## src/rtl/clock_wave_gen.sv

```systemverilog
// Output stage of the clock chain: turns the upstream period count into clk_out
// with shadowed high-time config and burst/stop control. Optional macro: CLK_WAVE_SYNC_EN.
//
//   state    | meaning
//   IDLE     | output parked low, waiting for enable
//   ARMED    | enabled, waiting for the next period boundary to start
//   RUN      | generating waveform, counting periods
//   STOPPING | enable dropped, finishing the current period
module clock_wave_gen #(
    parameter int WIDTH   = 32,
    parameter int PULSE_W = 16
) (
    input  logic               clk,
    input  logic               reset,
    input  logic               enable,
    input  logic [WIDTH-1:0]   counter,
    input  logic               clear,
    input  logic [WIDTH-1:0]   cfg_high,
    input  logic               cfg_valid,
    output logic               cfg_ready,
    input  logic [PULSE_W-1:0] burst_len,
    output logic               clk_out,
    output logic               period_tick,
    output logic               busy,
    output logic [PULSE_W-1:0] pulses_done,
    output logic               done
);
    typedef enum logic [1:0] {IDLE, ARMED, RUN, STOPPING} state_t;

    state_t             state, state_nxt;
    logic               en;
    logic [WIDTH-1:0]   shadow, active_high;
    logic               pending;
    logic [PULSE_W-1:0] burst_reg;
    logic [PULSE_W-1:0] pulses_inc;
    logic               burst_end;
    logic               load_cfg;
    logic               clk_out_nxt, tick_nxt, done_nxt;

`ifdef CLK_WAVE_SYNC_EN
    logic [1:0] en_sync;
    always_ff @(posedge clk or negedge reset) begin
        if (!reset) en_sync <= '0;
        else        en_sync <= {en_sync[0], enable};
    end
    assign en = en_sync[1];
`else
    assign en = enable;
`endif

    assign pulses_inc = pulses_done + PULSE_W'(1);
    assign burst_end  = (burst_reg != '0) && (pulses_inc == burst_reg);
    assign cfg_ready  = !pending;
    assign busy       = (state != IDLE);
    // A capture on a boundary cycle cannot also load: load needs pending already set.
    assign load_cfg   = clear && pending && ((state == ARMED) || (state == RUN));

    always_ff @(posedge clk or negedge reset) begin
        if (!reset) state <= IDLE;
        else        state <= state_nxt;
    end

    always_comb begin
        state_nxt = state;
        case (state)
            IDLE:     if (en) state_nxt = ARMED;
            ARMED: begin
                if (!en)        state_nxt = IDLE;
                else if (clear) state_nxt = RUN;
            end
            RUN: begin
                if (clear && burst_end) state_nxt = IDLE;
                else if (!en)           state_nxt = STOPPING;
            end
            STOPPING: begin
                if (clear)   state_nxt = IDLE;
                else if (en) state_nxt = RUN;
            end
            default:  state_nxt = IDLE;
        endcase
    end

    always_comb begin
        clk_out_nxt = 1'b0;
        tick_nxt    = 1'b0;
        done_nxt    = 1'b0;
        if ((state == RUN) || (state == STOPPING)) begin
            clk_out_nxt = (counter < active_high);
            if (clear) begin
                tick_nxt = 1'b1;
                if ((state == STOPPING) || burst_end) begin
                    done_nxt    = 1'b1;
                    clk_out_nxt = 1'b0;
                end
            end
        end
    end

    always_ff @(posedge clk or negedge reset) begin
        if (!reset) begin
            clk_out     <= 1'b0;
            period_tick <= 1'b0;
            done        <= 1'b0;
            pulses_done <= '0;
            burst_reg   <= '0;
            shadow      <= '0;
            active_high <= '0;
            pending     <= 1'b0;
        end else begin
            clk_out     <= clk_out_nxt;
            period_tick <= tick_nxt;
            done        <= done_nxt;
            if ((state == ARMED) && (state_nxt == RUN)) begin
                burst_reg   <= burst_len;
                pulses_done <= '0;
            end else if (tick_nxt) begin
                pulses_done <= pulses_inc;
            end
            if (load_cfg) begin
                active_high <= shadow;
                pending     <= 1'b0;
            end else if (cfg_valid && !pending) begin
                shadow  <= cfg_high;
                pending <= 1'b1;
            end
        end
    end
endmodule

```

## config.mk

```make
export PLATFORM = sky130hd
export DESIGN_NAME = clock_wave_gen
export DESIGN_NICKNAME = d
export VERILOG_FILES = /design/src/rtl/clock_wave_gen.sv
export SDC_FILE = /design/constraint.sdc
export NUM_CORES = 1
export LEC_CHECK = 0
export CAP_MARGIN = 30
export CORE_ASPECT_RATIO = 0.6
export CORE_MARGIN = 4
export CORE_UTILIZATION = 47
export DETAILED_ROUTE_END_ITERATION = 8
export PLACE_DENSITY = 0.76
export RECOVER_POWER = 100
export SYNTH_ARGS = -nofsm -noshare
export SYNTH_HDL_FRONTEND = slang
export SYNTH_SLANG_ARGS = --single-unit
```

## constraint.sdc

```tcl
create_clock -name clk -period 2.83 [get_ports clk]
set_input_delay 0.849 -clock clk [delete_from_list [all_inputs] [get_ports clk]]
set_output_delay 0.849 -clock clk [all_outputs]
set_load 0.03 [all_outputs]
```

==> reports/qor.txt <==
status - complete, but fails checks
failing checks - negative setup slack
hold-fix buffers at CTS - 0
DP HPWL - 10810 µm
CTS Buffer Depth - 2
Synth Flop Type - dfrtp_1
initial antenna violation count - 0
Worst EP required - 3060 ps
CP Capture Type - flop
CTS clk-pin slew, worst paths - 80 ps
utilization after layout - 66.23%
Setup Skew - 8.327 ps
placed cell area - 0.007007 mm²
Post-Syn Area - 0.005512 mm²
Largest regs - active_high x32, shadow x32
ys async rst share - 100.0%
final setup fails - 20
global-route wire length before repair - 23240 µm
drt pass-1 iters - 5
Routed WL - 14380 µm
initial DRC count - 255
Die W - 147.8 µm
fmax - 343.6 MHz
routed vias - 4157
Max Cap Viol - 0
clock sink count - 102
GRT Residual Overflow - 0
area of the multi-input gates - 0.002839 mm²
Finished Cell Area - 0.007532 mm²
Least-Margin Pin Slew - 1392 ps
antenna cells - 0
I/O pin total - 106
IO Port Bufs - 105
initial core utilization - 48.46%
Yosys cell types - 48
pin count of the biggest net entering global routing - 103
CTS tree - built
Layout Nets - 744
Final Hold Viols - 0
sequential element share of the synthesized area - 46.31%
post-place setup slack - -458.7 ps
layout cells sized above 1 - 29.98%
GPL Wtd Cong - 0.9160
final worst path period share - 102.8%
core area - 0.01137 mm²
PwrDens - 892.9 mW/mm²
die area - 0.01358 mm²
Clock Root Buffer - clkbuf_16
TritonCTS buffer count - 9
Final WS setup - -80.54 ps
Mapped Avg Cell Area - 11.58 µm²
Synth Net Count - 598
Vert. Die Dim - 91.88 µm
crit-path max FO - 6
LEAKAGE - 0.003379 µW
fillers - 883
hold_ws - 506.3 ps
Worst-Skew Late Latency - 350 ps
vias in the first global route - 4402
Residual DRC - 0
Vias per Instance - 5.282
Row Count - 30
Synth Instances - 476
Post-synth EDFFs - 0
Slew HR - 7.204%
critical path data arrival time - 3140 ps
Startpoint Class - flop
Hold Path Class - flop to flop
post-layout power - 6726 µW
gr usage total - 21.71%
final slew viol count - 0
WL per Instance - 18.27 µm
RSZ-0062 raised after global routing - yes
maximum vdd drop - 0.4609 mV
htree depth - 3
CP Class - flop to flop
Routed Antenna Nets - 0
Layout area overhead - 36.66%
min Tclk post-route - 2911 ps
YS warnings - 0
register area - 0.002570 mm²
#FFs+latches synth - 102
==> cell type report <==
class	instances	share of cell area, %
inverters	39	1.944
well taps	160	2.658
multi-input cells	316	37.69
flip-flops and latches	102	34.12
repair buffers	154	19.39
clock buffers	9	2.990
clock inverters	7	1.213
==> synthesized netlist by cell type (all sizes together) (6+ instances only) <==
| library cell | n | area, µm² |
|---|---|---|
| and3 | 6 | 37.54 |
| a21o | 13 | 97.59 |
| xor2 | 16 | 140.1 |
| or3 | 6 | 37.54 |
| inv | 39 | 146.4 |
| clkbuf | 8 | 31.28 |
| a21oi | 13 | 65.06 |
| xnor2 | 19 | 166.4 |
| buf | 11 | 85.08 |
| dfrtp | 102 | 2552 |
| o21ai | 18 | 93.84 |
| nand3 | 13 | 65.06 |
| nor2 | 23 | 86.33 |
| nor4 | 7 | 58.81 |
| nand2 | 15 | 56.30 |
| nand4 | 11 | 83.83 |
| mux2 | 80 | 949.7 |
| ha | 37 | 462.9 |
==> cell usage in the layout (no fill, tap or decap), types with 5 or more instances in the layout <==
| cell type | n |
|---|---|
| mux2_4 | 16 |
| nand2_1 | 15 |
| ha_1 | 36 |
| and3_1 | 5 |
| nand4_1 | 10 |
| nor2_1 | 15 |
| mux2_2 | 64 |
| dfrtp_1 | 88 |
| nand3_1 | 13 |
| clkbuf_16 | 10 |
| nor2_2 | 8 |
| xnor2_1 | 17 |
| a21o_1 | 13 |
| o21ai_0 | 15 |
| buf_4 | 40 |
| dlygate4sd3_1 | 5 |
| a21oi_1 | 10 |
| xor2_1 | 16 |
| inv_1 | 39 |
| dfrtp_2 | 14 |
| clkdlybuf4s50_1 | 99 |
| nor4_1 | 5 |
| or3_1 | 5 |
==> report_power, final <==
group	total, µW	leakage (µW)	switching, µW	internal [µW]
Combinational	2880	0.00200	1280	1600
Clock	1300	0.000151	596	708
Sequential	2550	0.00123	455	2090
Total	6730	0.00338	2330	4400
==> per-layer routing <==
metal	part of all wire (%)	wire length (µm)	vias to the layer above	track usage, %
li1	-	-	1974	-
met1	49	6996	2054	32.59
met2	45	6458	117	32.83
met3	5.6	803	12	4.395
met4	0.87	125	0	4.109
met5	0	0	-	0
==> per-stage QoR <==
step	TNS, ps	instances
2_1_floorplan	-114.9	476
5_1_grt	-2675	787
6_report	-1137	787
4_1_cts	0	783
3_3_place_gp	-11170	761
3_5_place_dp	-13670	761
==> path summary, 6_finish.rpt <==
path,from,to,slack [ps],cells past startpoint
worst min-delay path,shadow[2],active_high[2],510,1
worst min register to register,shadow[2],active_high[2],510,1
min in group asynchronous,reset,burst_reg[4],940,2
max in group asynchronous,reset,pulses_done[8],900,2
worst max register to register,pulses_done[3],burst_reg[4],-80,10
worst max-delay path,pulses_done[3],burst_reg[4],-80,10
==> worst max-delay path, cell delays in order (launching register included) <==
cell	delay, ps
dfrtp_2	430
nand4_4	160
or4b_4	560
a31oi_4	190
o211ai_1	200
nor4_4	330
buf_4	190
o21ai_2	70
and3_4	230
buf_6	140
mux2_4	300
==> timing repair <==
item,4_1_cts,5_1_grt
pin swaps,3,5
buffers inserted,5,3
gates cloned,1,1
endpoints found under the setup margin,30,30
resized for setup,16,25
endpoints found under the hold margin,0,0
==> logic make-up after synthesis <==
logic type | Yosys count | share of synthesized area [%]
buf+inv | 58 | 4.767
flops | 102 | 46.31
simple gates | 99 | 10.03
mux | 80 | 17.23
xor+xnor | 35 | 5.562
compound gates | 65 | 7.696
fa+ha+maj | 37 | 8.399
No activity file was read; power rests on OpenSTA's default activity.
